[config.mk]
export PLATFORM = sky130hd
export DESIGN_NAME = dijkstra_mem_bridge_flat
export DESIGN_NICKNAME = d
export VERILOG_FILES = /design/src/rtl/dijkstra_pkg.sv /design/src/rtl/dijkstra_mem_bridge_if.sv /design/src/rtl/dijkstra_word_buffer.sv /design/src/rtl/dijkstra_mem_bridge.sv /design/src/flat_wrapper.sv
export SDC_FILE = /design/constraint.sdc
export NUM_CORES = 1
export LEC_CHECK = 0
export CAP_MARGIN = 40
export CELL_PAD_IN_SITES_DETAIL_PLACEMENT = 0
export CELL_PAD_IN_SITES_GLOBAL_PLACEMENT = 2
export CORE_MARGIN = 1
export CORE_UTILIZATION = 29
export CTS_CLUSTER_DIAMETER = 120
export DETAILED_ROUTE_END_ITERATION = 8
export PLACE_DENSITY_LB_ADDON = 0.1
export SYNTH_ARGS = -nofsm -noshare
export SYNTH_HDL_FRONTEND = slang
export SYNTH_SLANG_ARGS = --single-unit
[constraint.sdc]
create_clock -name algorithm_clock -period 1.9 [get_ports algorithm_clock]
set_input_delay 0.19 -clock algorithm_clock [delete_from_list [all_inputs] [get_ports algorithm_clock]]
set_output_delay 0.19 -clock algorithm_clock [all_outputs]
set_load 0.01 [all_outputs]
[src/rtl/dijkstra_pkg.sv]
// Shared types and constants for the Dijkstra memory bridge.
package dijkstra_pkg;

  localparam int BUS_W  = 32;
  localparam int HALF_W = 16;

  typedef enum logic [2:0] {
    ST_IDLE    = 3'd0,
    ST_RD_REQ  = 3'd1,
    ST_RD_WAIT = 3'd2,
    ST_WR_REQ  = 3'd3,
    ST_RESP    = 3'd4,
    ST_HOLD    = 3'd5
  } bridge_state_e;

  // Returned on a read that the bus never answered.
  localparam logic [HALF_W-1:0] MEM_INF = 16'hFFFF;

  localparam logic [3:0] BE_LANE0 = 4'b0011;
  localparam logic [3:0] BE_LANE1 = 4'b1100;
  localparam logic [3:0] BE_WORD  = 4'b1111;

  // Pick the halfword of a bus word addressed by byte-address bit 1.
  function automatic logic [HALF_W-1:0] lane_sel(input logic [BUS_W-1:0] word,
                                                  input logic lane);
    return lane ? word[BUS_W-1:HALF_W] : word[HALF_W-1:0];
  endfunction

  // Byte enables for a halfword write in the given lane.
  function automatic logic [3:0] lane_be(input logic lane);
    return lane ? BE_LANE1 : BE_LANE0;
  endfunction

endpackage

[src/rtl/dijkstra_mem_bridge_if.sv]
// Bus bundles for the bridge: core-side halfword port and Avalon-MM master port.

// Core side. The core is the master: it raises an enable and holds it until
// the matching ready pulse.
interface dijkstra_core_if #(
  parameter int AW = 32,
  parameter int DW = 16
);
  logic          core_read_enable;
  logic          core_write_enable;
  logic [AW-1:0] core_addr;
  logic [DW-1:0] core_write_data;
  logic [DW-1:0] core_read_data;
  logic          core_read_ready;
  logic          core_write_ready;

  modport master (
    output core_read_enable, core_write_enable, core_addr, core_write_data,
    input  core_read_data, core_read_ready, core_write_ready
  );

  modport slave (
    input  core_read_enable, core_write_enable, core_addr, core_write_data,
    output core_read_data, core_read_ready, core_write_ready
  );
endinterface

// Avalon-MM side. The bridge is the master; the memory is the slave.
interface dijkstra_avm_if #(
  parameter int AW = 32,
  parameter int BW = 32
);
  logic [AW-1:0] avm_address;
  logic          avm_read;
  logic          avm_write;
  logic [3:0]    avm_byteenable;
  logic [BW-1:0] avm_writedata;
  logic [BW-1:0] avm_readdata;
  logic          avm_readdatavalid;
  logic          avm_waitrequest;

  modport master (
    output avm_address, avm_read, avm_write, avm_byteenable, avm_writedata,
    input  avm_readdata, avm_readdatavalid, avm_waitrequest
  );

  modport slave (
    input  avm_address, avm_read, avm_write, avm_byteenable, avm_writedata,
    output avm_readdata, avm_readdatavalid, avm_waitrequest
  );
endinterface

[src/rtl/dijkstra_word_buffer.sv]
// One-word read buffer: tag, 32-bit word and valid bit, with lookup,
// full-word load, halfword write-through and flush.
module dijkstra_word_buffer #(
  parameter int TAG_W  = 30,
  parameter int WORD_W = 32,
  parameter int HALF_W = 16
) (
  input  logic              clk_i,
  input  logic              rst_ni,
  input  logic              flush_i,
  input  logic [TAG_W-1:0]  lookup_tag_i,
  output logic              hit_o,
  output logic [WORD_W-1:0] word_o,
  input  logic              load_i,
  input  logic [TAG_W-1:0]  load_tag_i,
  input  logic [WORD_W-1:0] load_word_i,
  input  logic              wr_i,
  input  logic [TAG_W-1:0]  wr_tag_i,
  input  logic              wr_lane_i,
  input  logic [HALF_W-1:0] wr_half_i
);

  logic              valid_q;
  logic [TAG_W-1:0]  tag_q;
  logic [WORD_W-1:0] word_q;
  logic              wr_match;

  // A flush in the same cycle as a lookup forces a miss.
  assign hit_o    = valid_q && (tag_q == lookup_tag_i) && !flush_i;
  assign word_o   = word_q;
  assign wr_match = wr_i && valid_q && (tag_q == wr_tag_i);

  // Valid bit: a load always wins over a coincident flush so the fill completes.
  always_ff @(posedge clk_i or negedge rst_ni) begin
    if (!rst_ni) begin
      valid_q <= 1'b0;
    end else if (load_i) begin
      valid_q <= 1'b1;
    end else if (flush_i) begin
      valid_q <= 1'b0;
    end
  end

  // Tag and word storage: full load on fill, single-lane update on write-through.
  always_ff @(posedge clk_i or negedge rst_ni) begin
    if (!rst_ni) begin
      tag_q  <= '0;
      word_q <= '0;
    end else if (load_i) begin
      tag_q  <= load_tag_i;
      word_q <= load_word_i;
    end else if (wr_match) begin
      if (wr_lane_i) begin
        word_q[WORD_W-1:HALF_W] <= wr_half_i;
      end else begin
        word_q[HALF_W-1:0] <= wr_half_i;
      end
    end
  end

endmodule

[src/rtl/dijkstra_mem_bridge.sv]
// Bridge from the Dijkstra core's 16-bit halfword port to a 32-bit Avalon-MM
// master, with a one-word read buffer and a read timeout that returns MEM_INF.
//
// Handshake: the core raises read or write enable with address/data and holds
// them steady; the request is accepted only in IDLE. Completion is a single-cycle
// core_*_ready pulse (read data valid in the same cycle), followed by one HOLD
// cycle in which the enables are ignored so the core can drop them. On the
// Avalon side a command is held until a cycle with avm_waitrequest low; read data
// is taken only when avm_readdatavalid is high while waiting for it.
module dijkstra_mem_bridge
  import dijkstra_pkg::*;
#(
  parameter int MADDR_WIDTH    = 32,
  parameter int MDATA_WIDTH    = 16,
  parameter int BUS_WIDTH      = 32,
  parameter int TIMEOUT_CYCLES = 1024
) (
  input  logic                  algorithm_clock,
  input  logic                  algorithm_reset_n,
  input  logic                  flush,
  dijkstra_core_if.slave        core,
  dijkstra_avm_if.master        avm,
  output logic                  timeout_err,
  output logic                  protocol_err,
  output logic [15:0]           hit_count,
  output bridge_state_e         state_dbg_o
);

  localparam int TAG_W = MADDR_WIDTH - 2;
  localparam int TMO_W = $clog2(TIMEOUT_CYCLES) + 1;

  bridge_state_e          state_q, state_d;
  logic [TAG_W-1:0]       tag_q;
  logic                   lane_q;
  logic                   is_wr_q;
  logic [BUS_WIDTH-1:0]   resp_word_q;
  logic [TMO_W-1:0]       tmo_q;
  logic                   avm_read_q;
  logic                   avm_write_q;
  logic [3:0]             avm_be_q;
  logic [BUS_WIDTH-1:0]   avm_wdata_q;
  logic [15:0]            hit_count_q;
  logic                   timeout_err_q;
  logic                   protocol_err_q;

  logic                   req_rd;
  logic                   req_wr;
  logic [TAG_W-1:0]       req_tag;
  logic                   in_idle;
  logic                   accept;
  logic                   idle_rd_hit;
  logic                   rd_done;
  logic                   rd_tmo;
  logic                   wr_done;
  logic                   buf_hit;
  logic [BUS_WIDTH-1:0]   buf_word;
  logic                   unused_addr_bit;

  assign req_rd          = core.core_read_enable;
  assign req_wr          = core.core_write_enable;
  assign req_tag         = core.core_addr[MADDR_WIDTH-1:2];
  assign unused_addr_bit = core.core_addr[0];

  assign in_idle     = (state_q == ST_IDLE);
  assign accept      = in_idle && (req_rd || req_wr);
  assign idle_rd_hit = in_idle && !req_wr && req_rd && buf_hit;
  assign rd_done     = (state_q == ST_RD_WAIT) && avm.avm_readdatavalid;
  assign rd_tmo      = (state_q == ST_RD_WAIT) && !avm.avm_readdatavalid &&
                       (tmo_q == TMO_W'(TIMEOUT_CYCLES - 1));
  assign wr_done     = (state_q == ST_WR_REQ) && !avm.avm_waitrequest;

  dijkstra_word_buffer #(
    .TAG_W  (TAG_W),
    .WORD_W (BUS_WIDTH),
    .HALF_W (MDATA_WIDTH)
  ) u_buf (
    .clk_i        (algorithm_clock),
    .rst_ni       (algorithm_reset_n),
    .flush_i      (flush),
    .lookup_tag_i (req_tag),
    .hit_o        (buf_hit),
    .word_o       (buf_word),
    .load_i       (rd_done),
    .load_tag_i   (tag_q),
    .load_word_i  (avm.avm_readdata),
    .wr_i         (wr_done),
    .wr_tag_i     (tag_q),
    .wr_lane_i    (lane_q),
    .wr_half_i    (avm_wdata_q[MDATA_WIDTH-1:0])
  );

  // State register.
  always_ff @(posedge algorithm_clock or negedge algorithm_reset_n) begin
    if (!algorithm_reset_n) begin
      state_q <= ST_IDLE;
    end else begin
      state_q <= state_d;
    end
  end

  // Next-state logic; a write request takes priority over a simultaneous read.
  always_comb begin
    state_d = state_q;
    case (state_q)
      ST_IDLE: begin
        if (req_wr) begin
          state_d = ST_WR_REQ;
        end else if (req_rd) begin
          state_d = buf_hit ? ST_RESP : ST_RD_REQ;
        end
      end
      ST_RD_REQ:  if (!avm.avm_waitrequest) state_d = ST_RD_WAIT;
      ST_RD_WAIT: if (rd_done || rd_tmo) state_d = ST_RESP;
      ST_WR_REQ:  if (wr_done) state_d = ST_RESP;
      ST_RESP:    state_d = ST_HOLD;
      ST_HOLD:    state_d = ST_IDLE;
      default:    state_d = ST_IDLE;
    endcase
  end

  // Request capture and registered Avalon command; fields only change on accept.
  always_ff @(posedge algorithm_clock or negedge algorithm_reset_n) begin
    if (!algorithm_reset_n) begin
      tag_q       <= '0;
      lane_q      <= 1'b0;
      is_wr_q     <= 1'b0;
      avm_be_q    <= '0;
      avm_wdata_q <= '0;
      avm_read_q  <= 1'b0;
      avm_write_q <= 1'b0;
    end else begin
      if (accept) begin
        tag_q   <= req_tag;
        lane_q  <= core.core_addr[1];
        is_wr_q <= req_wr;
        if (req_wr) begin
          avm_be_q    <= lane_be(core.core_addr[1]);
          avm_wdata_q <= {core.core_write_data, core.core_write_data};
        end else begin
          avm_be_q    <= BE_WORD;
        end
      end
      avm_read_q  <= (state_d == ST_RD_REQ);
      avm_write_q <= (state_d == ST_WR_REQ);
    end
  end

  // Response word: buffer on a hit, bus data on a fill, MEM_INF on timeout.
  always_ff @(posedge algorithm_clock or negedge algorithm_reset_n) begin
    if (!algorithm_reset_n) begin
      resp_word_q <= '0;
    end else if (idle_rd_hit) begin
      resp_word_q <= buf_word;
    end else if (rd_done) begin
      resp_word_q <= avm.avm_readdata;
    end else if (rd_tmo) begin
      resp_word_q <= {MEM_INF, MEM_INF};
    end
  end

  // Timeout counter: cycles spent in RD_WAIT, cleared everywhere else.
  always_ff @(posedge algorithm_clock or negedge algorithm_reset_n) begin
    if (!algorithm_reset_n) begin
      tmo_q <= '0;
    end else if (state_q != ST_RD_WAIT) begin
      tmo_q <= '0;
    end else begin
      tmo_q <= tmo_q + TMO_W'(1);
    end
  end

  // Sticky error flags and the saturating hit counter.
  always_ff @(posedge algorithm_clock or negedge algorithm_reset_n) begin
    if (!algorithm_reset_n) begin
      hit_count_q    <= '0;
      timeout_err_q  <= 1'b0;
      protocol_err_q <= 1'b0;
    end else begin
      if (idle_rd_hit && (hit_count_q != 16'hFFFF)) begin
        hit_count_q <= hit_count_q + 16'd1;
      end
      if (rd_tmo) begin
        timeout_err_q <= 1'b1;
      end
      if (in_idle && req_rd && req_wr) begin
        protocol_err_q <= 1'b1;
      end
    end
  end

  // Core-side outputs decoded from the registered state.
  always_comb begin
    core.core_read_ready  = 1'b0;
    core.core_write_ready = 1'b0;
    core.core_read_data   = lane_sel(resp_word_q, lane_q);
    if (state_q == ST_RESP) begin
      core.core_read_ready  = !is_wr_q;
      core.core_write_ready = is_wr_q;
    end
  end

  assign avm.avm_address    = {tag_q, 2'b00};
  assign avm.avm_read       = avm_read_q;
  assign avm.avm_write      = avm_write_q;
  assign avm.avm_byteenable = avm_be_q;
  assign avm.avm_writedata  = avm_wdata_q;

  assign timeout_err  = timeout_err_q;
  assign protocol_err = protocol_err_q;
  assign hit_count    = hit_count_q;
  assign state_dbg_o  = state_q;

endmodule
[src/flat_wrapper.sv]
// flat-port wrapper written by rule: the top's interface ports become plain ports
module dijkstra_mem_bridge_flat import dijkstra_pkg::*;
#(
  parameter int MADDR_WIDTH    = 32,
  parameter int MDATA_WIDTH    = 16,
  parameter int BUS_WIDTH      = 32,
  parameter int TIMEOUT_CYCLES = 1024
)
  (algorithm_clock, algorithm_reset_n, flush, timeout_err, protocol_err, hit_count, state_dbg_o, core_core_read_enable, core_core_write_enable, core_core_addr, core_core_write_data, core_core_read_data, core_core_read_ready, core_core_write_ready, avm_avm_address, avm_avm_read, avm_avm_write, avm_avm_byteenable, avm_avm_writedata, avm_avm_readdata, avm_avm_readdatavalid, avm_avm_waitrequest);
  dijkstra_core_if core_i ();
  dijkstra_avm_if avm_i ();
  input  logic algorithm_clock;
  input  logic algorithm_reset_n;
  input  logic flush;
  output logic timeout_err;
  output logic protocol_err;
  output logic [15:0] hit_count;
  output bridge_state_e state_dbg_o;
  input wire logic [$bits(core_i.core_read_enable)-1:0] core_core_read_enable;
  input wire logic [$bits(core_i.core_write_enable)-1:0] core_core_write_enable;
  input wire logic [$bits(core_i.core_addr)-1:0] core_core_addr;
  input wire logic [$bits(core_i.core_write_data)-1:0] core_core_write_data;
  output wire logic [$bits(core_i.core_read_data)-1:0] core_core_read_data;
  output wire logic [$bits(core_i.core_read_ready)-1:0] core_core_read_ready;
  output wire logic [$bits(core_i.core_write_ready)-1:0] core_core_write_ready;
  output wire logic [$bits(avm_i.avm_address)-1:0] avm_avm_address;
  output wire logic [$bits(avm_i.avm_read)-1:0] avm_avm_read;
  output wire logic [$bits(avm_i.avm_write)-1:0] avm_avm_write;
  output wire logic [$bits(avm_i.avm_byteenable)-1:0] avm_avm_byteenable;
  output wire logic [$bits(avm_i.avm_writedata)-1:0] avm_avm_writedata;
  input wire logic [$bits(avm_i.avm_readdata)-1:0] avm_avm_readdata;
  input wire logic [$bits(avm_i.avm_readdatavalid)-1:0] avm_avm_readdatavalid;
  input wire logic [$bits(avm_i.avm_waitrequest)-1:0] avm_avm_waitrequest;
  assign core_i.core_read_enable = core_core_read_enable;
  assign core_i.core_write_enable = core_core_write_enable;
  assign core_i.core_addr = core_core_addr;
  assign core_i.core_write_data = core_core_write_data;
  assign core_core_read_data = core_i.core_read_data;
  assign core_core_read_ready = core_i.core_read_ready;
  assign core_core_write_ready = core_i.core_write_ready;
  assign avm_avm_address = avm_i.avm_address;
  assign avm_avm_read = avm_i.avm_read;
  assign avm_avm_write = avm_i.avm_write;
  assign avm_avm_byteenable = avm_i.avm_byteenable;
  assign avm_avm_writedata = avm_i.avm_writedata;
  assign avm_i.avm_readdata = avm_avm_readdata;
  assign avm_i.avm_readdatavalid = avm_avm_readdatavalid;
  assign avm_i.avm_waitrequest = avm_avm_waitrequest;
  dijkstra_mem_bridge #(.MADDR_WIDTH(MADDR_WIDTH), .MDATA_WIDTH(MDATA_WIDTH), .BUS_WIDTH(BUS_WIDTH), .TIMEOUT_CYCLES(TIMEOUT_CYCLES)) u_core (.algorithm_clock(algorithm_clock), .algorithm_reset_n(algorithm_reset_n), .flush(flush), .core(core_i), .avm(avm_i), .timeout_err(timeout_err), .protocol_err(protocol_err), .hit_count(hit_count), .state_dbg_o(state_dbg_o));
endmodule
==> results.py <==
metrics = {
    "run_status": {
        "status": "complete, but fails checks",
        "violations": "setup timing",
    },
    "setup_path": {
        "end_kind": "register",
        "crit_family": "simple AND/OR/NAND/NOR gates",
        "path_class": "register to register",
        "arrival_ns": 2.57,
        "cp_cell_sequence": "xnor2_2, nand4_1, nor4_4, buf_4, and4b_2, clkbuf_16, mux2i_1, a21oi_1",
        "rr_worst_depth": 8,
        "crit-reg2reg-launch": "u_core.u_buf.tag_q[5]",
        "crit_path_start": "u_core.u_buf.tag_q[5]",
        "slowest_delay_ns": 0.45,
        "regToRegSetupSlack_ns": -0.36,
        "critPathLaunchType": "register",
        "path_max_fanout": 8,
        "required_ns": 2.21,
        "cp_slowest_cell": "dfrtp_2",
        "timing.rr.end": "u_core.u_buf.word_o[7]",
        "cp_num_buf_inv": 2,
    },
    "floorplanning": {
        "row_count": 62,
        "initial_core_util_pct": 29.8,
        "die_w_um": 175,
        "core_area_um2": 29000,
        "die_h_um": 175,
        "io_pins": 196,
        "design.die.area_um2": 30500,
    },
    "global_routing": {
        "grt_max_degree": 68,
        "gr-usage-all-layers_pct": 17.8,
        "grt-ovfl-total": 0,
        "grt_pass1_vias": 7409,
        "grt_pass1_wl_um": 42000,
        "antenna_found_initial": 2,
    },
    "sta": {
        "timing.fmax_mhz": 443,
        "rsz0062_at_grt": "yes",
        "worst_hold_slack_ns": 0.254,
        "skew_ns": 0.0166,
        "period_needed_ns": 2.26,
        "post-route-period-util_pct": 119,
        "fin_ws_ns": -0.359,
        "slew_violations": 0,
        "setup_viol": 79,
        "final_hold_viol_count": 0,
    },
    "pwr": {
        "intPower_mw": 12.9,
        "leakagePower_nw": 5.69,
        "power_switching_mw": 7.17,
        "power_density_nw_per_um2": 1510,
        "swShare_pct": 35.7,
        "clkPwrFrac_pct": 17.4,
        "seq_power_share_pct": 33.8,
        "ir_drop_mv": 0.668,
        "combPwrFrac_pct": 48.7,
    },
    "finish": {
        "nets": 1155,
        "antennaDiodeCount": 0,
        "layout_commonest_cell": "dfrtp_1",
        "final_cell_mix": "177 x dfrtp_1, 173 x clkdlybuf4s50_1, 103 x buf_4, 93 x mux2_2",
        "flow.area_growth_from_synthesis_pct": 53.9,
        "layout-drive-gt1-share_pct": 37.0,
        "final_cell_area_um2": 13300,
    },
    "yosys": {
        "ys.flop_type": "dfrtp_1",
        "synth-async-reset-ratio_pct": 100,
        "synth_seq_cells": 179,
        "netlist_instances": 774,
        "synth_cell_type_count": 50,
        "syn-cell-area_um2": 8640,
        "avgSynthCellArea_um2": 11.2,
        "yosysSeqAreaShare_pct": 51.8,
        "synth-edff-count": 0,
        "ys_warn_count": 0,
    },
    "clock_network": {
        "numCtsBuffers": 17,
        "h-tree-depth": 4,
        "clk_latency_ns": 0.44,
        "cts.sinks": 179,
        "cts.clk_slew.worst_paths_ns": 0.08,
        "cts_tree": "built",
        "root_buffer": "clkbuf_16",
        "clockBufferDepth": 2,
    },
    "route": {
        "wl_per_cell_um": 18.6,
        "drcViolationCount": 0,
        "vias": 6960,
        "dr.pass1.iters": 4,
        "drt_iter0_drc": 292,
        "drt-total-wl_um": 27200,
        "routed_via_density": 4.76,
        "drtAntennaViolNets": 0,
    },
    "hold_path": {
        "worstHoldPathType": "input pin to async pin",
    },
    "place": {
        "gp_congestion": 0.810,
        "placed_cell_area_um2": 11800,
        "placement.io_buffers": 192,
        "hpwl_um": 18000,
    },
    "flow_run": {
        "max-cap-violations": 0,
    },
}
worst reg2reg max path, stage by stage (launching register included):
cell and delay, ns:
dfrtp_2 0.45, xnor2_2 0.18, nand4_1 0.19, nor4_4 0.35, buf_4 0.17, and4b_2 0.31
clkbuf_16 0.21, mux2i_1 0.19, a21oi_1 0.08
final cells by class:
class,count,area [µm²]
Clock inverter,14,138
Inverter,22,82.6
Clock buffer,18,439
Sequential cell,179,4480
Fill cell,2715,15700
Tap cell,384,480
Multi-Input combinational cell,516,4360
Timing Repair Buffer,330,3310
routing by layer:
metal / routed length, µm / track usage (%) / vias up
met5: 13 / 0 / -
met4: 223 / 4.42 / 2
met3: 1060 / 3.22 / 19
met2: 13400 / 29.8 / 140
met1: 12500 / 23.8 / 3512
li1: - / - / 3287
worst max-delay path by stage:
stage	slack [ns]	to	depth (start not counted)
2_1_floorplan	-0.12	u_core.u_buf.word_o[10]	9
3_3_place_gp	-0.68	u_core.hit_count[4]	9
3_5_place_dp	-0.73	u_core.hit_count[7]	10
4_1_cts	-0.35	u_core.u_buf.word_o[4]	8
5_1_grt	-0.47	u_core.u_buf.word_o[1]	8
6_report	-0.36	u_core.u_buf.word_o[7]	8
power by group through the flow:
stage	sequential [mW]	combinational, mW	clock, mW
2_1_floorplan	6.82	4.32	0
3_3_place_gp	6.61	8.96	0
3_5_place_dp	6.70	9.09	0
4_1_cts	6.72	9.62	3.63
5_1_grt	7.03	10.6	3.79
6_report	6.80	9.79	3.50
per-stage QoR:
| stage | cells | setup TNS [ns] | util, % | power [mW] | setup slack [ns] |
|---|---|---|---|---|---|
| 6_report | 1463 | -21.72 | 45.8 | 20.1 | -0.359 |
| 5_1_grt | 1463 | -30.23 | 45.8 | 21.4 | -0.473 |
| 4_1_cts | 1454 | -19.96 | 44.2 | 20.0 | -0.347 |
| 3_5_place_dp | 1409 | -46.29 | 40.5 | 15.8 | -0.733 |
| 3_3_place_gp | 1409 | -43.05 | 40.5 | 15.6 | -0.677 |
| 2_1_floorplan | 775 | -3.97 | - | 11.1 | -0.121 |
cell usage after synthesis (4+ instances only):
cell type / n / share of area [%]
inv_1: 21 / 0.91
and2_1: 5 / 0.36
a21oi_1: 51 / 3.0
xnor2_1: 63 / 6.4
buf_2: 16 / 0.93
clkbuf_1: 10 / 0.43
buf_1: 8 / 0.35
nand2_1: 31 / 1.3
nand3_1: 14 / 0.81
and3_1: 7 / 0.51
buf_4: 20 / 1.7
or2_2: 14 / 1.0
o21ai_0: 38 / 2.2
o22ai_1: 18 / 1.3
nand4_1: 27 / 2.0
nor4_1: 5 / 0.36
nor2b_1: 4 / 0.29
mux2_2: 94 / 12
xor2_1: 12 / 1.2
nor2_1: 50 / 2.2
a21o_1: 4 / 0.35
mux2i_1: 33 / 3.8
or3_1: 6 / 0.43
nor3_1: 10 / 0.58
dfrtp_1: 179 / 52
what timing repair did:
item,CTS,global route
setup endpoints to repair,136,90
pin swaps,42,56
hold buffers,1,0
gates resized for setup,138,101
setup buffers,8,3
hold endpoints to repair,39,0
cloned,5,8
flip-flops by register name, indices dropped and copies added (netlist names), 2 cells and up:
register / cells
u_core.avm.avm_byteenable: 2
u_core.avm.avm_writedata: 16
u_core.state_dbg_o: 3
u_core.u_buf.word_o: 32
u_core.tag_q: 30
u_core.hit_count: 16
u_core.tmo_q: 11
u_core.u_buf.tag_q: 30
u_core.resp_word_q: 32
cell families (layout without fill, tap and decap cells):
| family | count (synthesis) | count (layout) | synth area share (%) |
|---|---|---|---|
| other | 1 | 2 | 0.0434 |
| DFF | 179 | 179 | 51.8 |
| xor gates and xnor gates | 75 | 75 | 7.60 |
| AOI/OAI and AO/OA | 123 | 123 | 7.95 |
| buffers and inverters | 80 | 384 | 4.89 |
| adders and majority gates | 2 | 2 | 0.290 |
| and+or+nand+nor | 187 | 187 | 11.3 |
| muxes | 127 | 127 | 16.1 |
Note: power is estimated with default switching activity, not from simulation.
